### config.mk
export PLATFORM = sky130hd
export DESIGN_NAME = julia_render
export DESIGN_NICKNAME = d
export VERILOG_FILES = /design/src/rtl/julia_render.sv
export SDC_FILE = /design/constraint.sdc
export NUM_CORES = 2
export LEC_CHECK = 0
export CAP_MARGIN = 5
export CORE_MARGIN = 4
export CORE_UTILIZATION = 60
export DETAILED_ROUTE_END_ITERATION = 7
export PLACE_DENSITY_LB_ADDON = 0.15
export SYNTH_ARGS = -nofsm -noshare
export SYNTH_HDL_FRONTEND = slang
export SYNTH_SLANG_ARGS = --single-unit
### constraint.sdc
create_clock -name clock -period 20.9 [get_ports clock]
set_clock_uncertainty 0.15 [all_clocks]
set_input_delay 6.27 -clock clock [delete_from_list [all_inputs] [get_ports clock]]
set_output_delay 6.27 -clock clock [all_outputs]
set_load 0.005 [all_outputs]
### src/rtl/julia_render.sv
// Julia-set frame renderer: walks every pixel of a frame, iterates z <- z^2 + c in
// signed 4.14 fixed point and streams the escape count to a frame buffer.
module julia_render #(
    parameter int H_PIXELS = 640,
    parameter int V_PIXELS = 480,
    parameter int MAX_ITER = 255,
    parameter int FRAC     = 14
) (
    input  logic               clock,
    input  logic               reset,
    input  logic               valid,
    input  logic signed [17:0] c_real,
    input  logic signed [17:0] c_comp,
    input  logic signed [17:0] x,
    input  logic signed [17:0] y,
    input  logic signed [17:0] scale,
    output logic [18:0]        wr_addr,
    output logic [7:0]         wr_data,
    output logic               wr_en,
    input  logic               wr_ready,
    output logic               busy,
    output logic               done
);

    localparam int CW = (H_PIXELS > 1) ? $clog2(H_PIXELS) : 1;
    localparam int RW = (V_PIXELS > 1) ? $clog2(V_PIXELS) : 1;
    localparam logic [CW-1:0] COL_LAST = CW'(H_PIXELS - 1);
    localparam logic [RW-1:0] ROW_LAST = RW'(V_PIXELS - 1);
    localparam logic [7:0]    ITER_CAP = 8'(MAX_ITER);
    localparam logic signed [36:0] ESC_LIMIT = 37'sd1 <<< (2 * FRAC + 2);

    typedef enum logic [2:0] {S_IDLE, S_INIT, S_ITER, S_WRITE, S_NEXT, S_DONE} state_t;

    // Rescale a full-precision product back to 4.14, keeping only the low 18 bits.
    function automatic logic signed [17:0] fx_trunc(input logic signed [36:0] v);
        return 18'(v >>> FRAC);
    endfunction

    state_t             state_q, state_d;
    logic               valid_d_q;
    logic signed [17:0] c_real_q, c_real_d, c_comp_q, c_comp_d;
    logic signed [17:0] x_q, x_d, scale_q, scale_d;
    logic signed [17:0] zr0_q, zr0_d, zi0_q, zi0_d;
    logic signed [17:0] zr_q, zr_d, zi_q, zi_d;
    logic [CW-1:0]      col_q, col_d;
    logic [RW-1:0]      row_q, row_d;
    logic [18:0]        addr_q, addr_d;
    logic [7:0]         iter_q, iter_d, count_q, count_d;
    logic               busy_q, busy_d, done_q, done_d;

    logic signed [35:0] zr_sq, zi_sq, zri;
    logic signed [36:0] mag, diff, twice;
    logic               escape, start;

    assign zr_sq  = zr_q * zr_q;
    assign zi_sq  = zi_q * zi_q;
    assign zri    = zr_q * zi_q;
    assign mag    = $signed({zr_sq[35], zr_sq}) + $signed({zi_sq[35], zi_sq});
    assign diff   = $signed({zr_sq[35], zr_sq}) - $signed({zi_sq[35], zi_sq});
    assign twice  = $signed({zri, 1'b0});
    assign escape = mag > ESC_LIMIT;
    assign start  = valid & ~valid_d_q;

    always_comb begin
        state_d  = state_q;
        c_real_d = c_real_q;
        c_comp_d = c_comp_q;
        x_d      = x_q;
        scale_d  = scale_q;
        zr0_d    = zr0_q;
        zi0_d    = zi0_q;
        zr_d     = zr_q;
        zi_d     = zi_q;
        col_d    = col_q;
        row_d    = row_q;
        addr_d   = addr_q;
        iter_d   = iter_q;
        count_d  = count_q;
        busy_d   = busy_q;
        done_d   = done_q;
        case (state_q)
            S_IDLE, S_DONE: begin
                if (start) begin
                    c_real_d = c_real;
                    c_comp_d = c_comp;
                    x_d      = x;
                    scale_d  = scale;
                    zr0_d    = x;
                    zi0_d    = y;
                    col_d    = '0;
                    row_d    = '0;
                    addr_d   = '0;
                    busy_d   = 1'b1;
                    done_d   = 1'b0;
                    state_d  = S_INIT;
                end
            end
            S_INIT: begin
                zr_d    = zr0_q;
                zi_d    = zi0_q;
                iter_d  = '0;
                state_d = S_ITER;
            end
            S_ITER: begin
                if (escape || iter_q == ITER_CAP) begin
                    count_d = iter_q;
                    state_d = S_WRITE;
                end else begin
                    zr_d   = fx_trunc(diff) + c_real_q;
                    zi_d   = fx_trunc(twice) + c_comp_q;
                    iter_d = iter_q + 8'd1;
                end
            end
            S_WRITE: begin
                if (wr_ready) state_d = S_NEXT;
            end
            S_NEXT: begin
                if (col_q == COL_LAST && row_q == ROW_LAST) begin
                    busy_d  = 1'b0;
                    done_d  = 1'b1;
                    state_d = S_DONE;
                end else if (col_q == COL_LAST) begin
                    col_d   = '0;
                    row_d   = row_q + 1'b1;
                    zr0_d   = x_q;
                    zi0_d   = zi0_q + scale_q;
                    addr_d  = addr_q + 19'd1;
                    state_d = S_INIT;
                end else begin
                    col_d   = col_q + 1'b1;
                    zr0_d   = zr0_q + scale_q;
                    addr_d  = addr_q + 19'd1;
                    state_d = S_INIT;
                end
            end
            default: state_d = S_IDLE;
        endcase
    end

    always_ff @(posedge clock or negedge reset) begin
        if (!reset) begin
            state_q   <= S_IDLE;
            valid_d_q <= 1'b0;
            c_real_q  <= '0;
            c_comp_q  <= '0;
            x_q       <= '0;
            scale_q   <= '0;
            zr0_q     <= '0;
            zi0_q     <= '0;
            zr_q      <= '0;
            zi_q      <= '0;
            col_q     <= '0;
            row_q     <= '0;
            addr_q    <= '0;
            iter_q    <= '0;
            count_q   <= '0;
            busy_q    <= 1'b0;
            done_q    <= 1'b0;
        end else begin
            state_q   <= state_d;
            valid_d_q <= valid;
            c_real_q  <= c_real_d;
            c_comp_q  <= c_comp_d;
            x_q       <= x_d;
            scale_q   <= scale_d;
            zr0_q     <= zr0_d;
            zi0_q     <= zi0_d;
            zr_q      <= zr_d;
            zi_q      <= zi_d;
            col_q     <= col_d;
            row_q     <= row_d;
            addr_q    <= addr_d;
            iter_q    <= iter_d;
            count_q   <= count_d;
            busy_q    <= busy_d;
            done_q    <= done_d;
        end
    end

    assign wr_en   = (state_q == S_WRITE);
    assign wr_addr = addr_q;
    assign wr_data = count_q;
    assign busy    = busy_q;
    assign done    = done_q;

endmodule

## Word-level counts from Yosys, hierarchy flattened

Cells that the tools add are included.

- Register bits: 204
- Bits of input ports: 94
- Output and inout bits: 30
- Word-level logic and storage cells: 97

- Add/subtract/negate cells: 10
- Multiply operators: 3
- Order comparisons: 1
- Equality and inequality tests: 15
- Multiplexer cells: 36
- Bitwise gates (word level): 2
- Reductions and logical operators: 13

Operators with widths:

| operator | count |
|---|---|
| 18-bit two-way mux | 8 |
| 18-bit one-hot mux with 2 select lines | 4 |
| 18-bit adder | 4 |
| 18-bit by 18-bit multiplier with 36-bit output | 2 |
| 19-bit two-way mux | 2 |
| 19-bit one-hot mux with 2 select lines | 1 |
| 36-bit by 36-bit adder with 37-bit output | 1 |
| 37-bit by 32-bit > comparator with 1-bit output (second input constant) | 1 |
| 32-bit subtractor | 1 |
| 18-bit by 18-bit multiplier with 31-bit output | 1 |
| 10-bit two-way mux | 3 |
| 9-bit two-way mux | 3 |
| 10-bit one-hot mux with 2 select lines | 1 |
| 19-bit by 1-bit adder with 19-bit output (second input constant) | 1 |
| 9-bit one-hot mux with 2 select lines | 1 |
| 8-bit one-hot mux with 2 select lines | 1 |
| 3-bit one-hot mux with 5 select lines | 1 |
| 3-bit two-way mux | 4 |
| 2-bit inequality test (second input constant) | 6 |
| 10-bit by 1-bit adder with 10-bit output (second input constant) | 1 |
| 10-bit equality test (second input constant) | 1 |
| 9-bit by 1-bit adder with 9-bit output (second input constant) | 1 |
| 9-bit equality test (second input constant) | 1 |
| 3-bit AND reduction | 3 |
| other kinds (18) | 27 |

## Logic depth before layout (Yosys ltp)

- Depth in word-level cells: 6
- Gate-level depth with buffers: 49
- Mapped depth without buffers: 47

## Worst setup path after synthesis

No wires, ideal clock.

- Kind: reg2reg
- Start point: reg zi_q[3]
- End point: reg zr_q[17]
- Setup time: 0.125 ns
- Arrival: 9.509 ns
- Data required time: 20.625 ns
- Path slack: 11.116 ns
- Stages on the path, launching flop included: 41
- Path buffers: 2
- Period minus slack after synthesis: 9.784 ns
- Path through: dfrtp_1 -> clkbuf_1 -> clkinv_1 -> nor2_1 -> fa_1 -> fa_1 -> inv_1 -> fa_1 -> fa_1 -> inv_1 -> fa_1 -> inv_1 -> fa_1 -> inv_1 -> ha_1 -> a21o_1 -> a21oi_1 -> nand2_1 -> [5 not listed] -> o41ai_4 -> a21oi_1 -> nor2_1 -> nor2_1 -> xor2_1 -> ha_1 -> and3_1 -> a21oi_1 -> o21ai_0 -> or4_1 -> a31oi_1 -> nor2b_1 -> o21ai_0 -> a21oi_1 -> xnor2_1 -> xnor2_1 -> o21ai_0 -> mux2_2

- Word-level cells in the longest chain between the ends: 6
- Elaborated cells between the ends (all ways): 10
- Classes of those cells: add/sub (3); mul (1); order compare (1); eq/ne (1); mux (2); reduce/logical (2)

RTL lines:

| what | RTL line | text |
|---|---|---|
| start: declaration | 44 | `logic signed [17:0] zr_q, zr_d, zi_q, zi_d;` |
| start signal: assignment | 169 | `zi_q <= zi_d;` |
| 18-bit by 18-bit multiplier with 36-bit output * | 56 | `assign zi_sq = zi_q * zi_q;` |
| 36-bit by 36-bit adder with 37-bit output | 58 | `assign mag = $signed({zr_sq[35], zr_sq}) + $signed({zi_sq[35], zi_sq});` |
| 37-bit by 32-bit > comparator with 1-bit output | 61 | `assign escape = mag > ESC_LIMIT;` |
| 1-bit logical OR | 105 | `if (escape \|\| iter_q == ITER_CAP) begin` |
| 2-bit inequality test (no source line) | - |  |
| 2-bit AND reduction (no source line) | - |  |
| end signal: assignment | 168 | `zr_q <= zr_d;` |
| end: declaration | 44 |  |

Every way passes the cells marked *; elsewhere a longest branch is shown, timed or not. The select of a mux whose other input is x is not followed.
A chain may end at the register's enable or synchronous reset.

## Worst setup path after layout

- Start point: reg zi_q[15]
- End point: reg zi_q[6]

- Word-level cells in the longest chain between the ends: 6
- Elaborated cells between the ends (all ways): 10
- Classes of those cells: add/sub (2); mul (2); order compare (1); eq/ne (1); mux (2); reduce/logical (2)

RTL lines:

| what | RTL line |
|---|---|
| 18-bit by 18-bit multiplier with 36-bit output | 56 |
| 36-bit by 36-bit adder with 37-bit output | 58 |
| 37-bit by 32-bit > comparator with 1-bit output | 61 |
| 1-bit logical OR | 105 |
| 2-bit inequality test (no source line) | - |
| 2-bit AND reduction (no source line) | - |

Parallel ways exist; a longest one is shown, timed or not. The select of a mux whose other input is x is not followed.

==> results.sh <==
export IMPL_status="completed"
export IMPL_critical_path_arrival_ns=11.80
export IMPL_tightest_slew_ns=1.270
export IMPL_fp_coreArea_sq_um=76200
export IMPL_worst_ep_required_time_ns=21.16
export IMPL_totalWireLength_um=121000
export IMPL_syn_mean_instance_area_sq_um=9.139
export IMPL_cts_htree_levels=1
export IMPL_crit_type="reg2reg"
export IMPL_ant_nets=0
export IMPL_hold_viol_final=0
export IMPL_cts_path_max_buffers=3
export IMPL_maxSlewHeadroom=0.1414
export IMPL_period_share=0.5517
export IMPL_setup_viol=0
export IMPL_synth_warnings=0
export IMPL_maxCapViolCount=0
export IMPL_antenna_found_initial=2
export IMPL_hold_path_startpoint="zi_q[11]"
export IMPL_dieHeight_um=285.8
export IMPL_yosysUniqueCellTypes=88
export IMPL_netlist_area_sq_um=46290
export IMPL_grt_pass1_wl_um=195200
export IMPL_setup_tns_ns=0
export IMPL_synth_edf_count=0
export IMPL_synthCells=5065
export IMPL_worst_path_largest_cell_delay_ns=0.66
export IMPL_drc=0
export IMPL_path_common_cell="fa_1"
export IMPL_dp_cells=6079
export IMPL_regToRegSetupSlack_ns=9.37
export IMPL_grt_max_degree=96
export IMPL_min_to="zi_q[11]"
export IMPL_reg2reg_from="zi_q[15]"
export IMPL_cts_tree="built"
export IMPL_pin_count=124
export IMPL_clock_fmax_mhz=86.73
export IMPL_r2r_cells=40
export IMPL_worst_setup_path_end_kind="flip-flop"
export IMPL_die_w_um=285.8
export IMPL_drive_gt1_frac=0.04618
export IMPL_grt_pass1_vias=35310
export IMPL_antenna_cells=0
export IMPL_crit_path_max_fanout=35
export IMPL_port_buffers=123
export IMPL_holdPathStages=1
export IMPL_overflow=0
export IMPL_nets=6479
export IMPL_cts_made_buffers=22
export IMPL_cp_start_kind="flip-flop"
export IMPL_synthToLayoutAreaGrowth_pct=6.384
export IMPL_firstDrtPassIters=8
export IMPL_insertion_delay_ns=0.54
export IMPL_wire_per_inst_um=19.78
export IMPL_initialDrtViolationCount=2337
export IMPL_fp_row_count=101
export IMPL_via_count=34050
export IMPL_synth_seq_cells=204
export IMPL_yosysSeqAreaShare=0.1103
export IMPL_slew_viol_final=0
export IMPL_async_flop_share=1.000
export IMPL_layoutNonFillerInstCount=6119
export IMPL_multi_input_area_sq_um=36070
export IMPL_via_per_inst=5.565
export IMPL_synthFlopType="dfrtp_1"
export IMPL_synth_nets=6471
export IMPL_routabilityCongestion=0.9565
export IMPL_dp_hpwl_um=96930
export IMPL_clk_pin_slew_ns=0.08
export IMPL_hold_class="reg2reg"
export IMPL_rsz0062_at_grt="false"
export IMPL_dieArea_sq_um=81660
export IMPL_numClockSinks=204
export IMPL_grt_use_total=0.3057
export IMPL_num_fill_cells=6483
export IMPL_cts_hold_buf=0
export IMPL_layout_min_cycle_time_ns=11.53
export IMPL_cp_slowest_cell="clkinv_1"
export IMPL_cts_root_buffer="clkbuf_16"
export IMPL_rr_endpoint="zi_q[6]"
export IMPL_post_cts_setup_buffers=0
export IMPL_ctsResizeCount=0
export IMPL_start_util=0.6075
export IMPL_seq_area_sq_um=5106
-- cells in the mapped netlist, types with 9 or more instances --
cell type	count	area, sq um
or2_2	9	56.30
buf_1	13	48.80
clkbuf_1	166	623.1
nand4_1	19	118.9
nand2_1	506	1899
a222oi_1	13	130.1
nor3b_1	9	67.56
o21a_1	39	292.8
nand2b_1	34	212.7
mux2i_1	24	240.2
ha_1	429	5368
o211ai_1	10	75.07
or3_1	20	125.1
a211oi_1	16	120.1
inv_1	1144	4294
o31ai_1	13	97.59
and2_1	179	1120
o21bai_1	18	135.1
mux2_2	90	1013
nor3_1	56	280.3
nand3_1	51	255.2
nor2_1	275	1032
xor2_1	74	648.1
and3_1	27	168.9
nor2b_1	38	237.7
dfrtp_1	204	5105
and4_1	9	78.83
a21o_1	52	390.4
a31oi_1	20	125.1
xnor2_1	151	1323
buf_2	14	70.07
fa_1	883	17680
a21oi_1	165	825.8
o21ai_0	149	745.7
-- cells in the final DEF, fill, tap and decap left out, types with 9 or more instances in the layout --
cell type	Yosys	routed
fa_1	883	883
clkdlybuf4s50_1	0	122
and3_1	27	27
o211ai_1	10	10
nand2_1	506	505
ha_1	429	429
nor3b_1	9	9
and2_1	179	179
xnor2_1	151	151
nor2b_1	38	38
dfrtp_1	204	203
clkbuf_16	0	22
or3_1	20	20
inv_1	1144	1144
nand3_1	51	51
a21oi_1	165	165
mux2i_1	24	24
buf_4	1	58
o21a_1	39	39
o21ai_0	149	148
mux2_2	90	90
a21o_1	52	52
a222oi_1	13	13
a31oi_1	20	20
xor2_1	74	74
nor2_1	275	274
nor3_1	56	56
and4_1	9	9
o21bai_1	18	18
nand2b_1	34	34
a211oi_1	16	16
o31ai_1	13	13
or2_2	9	9
nand4_1	19	19
-- worst max path at each step --
stage	from	cells past startpoint	endpoint
finish	zi_q[15]	40	zi_q[6]
floorplan	zi_q[3]	40	zr_q[17]
global placement	zr_q[9]	42	zr_q[14]
global route	zi_q[15]	42	zi_q[6]
detailed placement	zr_q[9]	42	zi_q[6]
CTS	zi_q[15]	40	zi_q[6]
-- critical path, delay by kind of cell (launching register included) --
kind	cells	cell delay, ns
fa+ha+maj	8	3.45
compound gates	11	2.77
simple gates	12	2.63
buf+inv	7	1.53
mux	1	0.39
flops	1	0.33
xor+xnor	1	0.10
-- cells by family after synthesis --
group,share of synthesized area
and+or+nand+nor,0.1263
buffers and inverters,0.1108
xor gates and xnor gates,0.04257
DFF,0.1103
muxes,0.02903
AOI/OAI and AO/OA,0.08317
adders and majority gates,0.4978
-- metrics by stage --
step                hold WS, ns  utilization  area, sq um  setup WS, ns
global route             0.3714       0.6462        49240         8.744
global placement         0.3248       0.6362        48480         9.823
floorplan                0.3002            -        46290         11.12
finish                   0.3423       0.6462        49240         9.369
detailed placement       0.3322       0.6362        48480         9.661
CTS                      0.3466       0.6462        49240         9.631
-- area by class of cell --
cell class	instances	share of cell area
Multi-Input combinational cell	3506	0.7325
Sequential cell	204	0.1037
Inverter	1158	0.08827
Timing Repair Buffer	181	0.03394
Tap cell	1030	0.02617
Clock buffer	25	0.01181
Clock inverter	15	0.003659
-- state kept, by name, indices dropped and copies added (netlist names), 3 cells and up --
register,flops
wr_data,8
c_comp_q,18
scale_q,18
c_real_q,18
x_q,18
iter_q,8
zi_q,18
col_q,10
state_q,3
zi0_q,18
zr0_q,18
zr_q,18
wr_addr,19
row_q,9
-- per-layer routing --
layer,vias to the layer above,track usage,part of all wire,wire length (um)
li1,15600,-,-,-
met1,17170,0.4344,0.42,51380
met2,1101,0.4900,0.47,56330
met3,187,0.04717,0.073,8791
met4,4,0.09171,0.037,4515
met5,-,0,0.00022,27
Power is left out: the tool's default activity adds up to more than one toggle a clock period on the data nets, which glitch-free logic cannot reach.
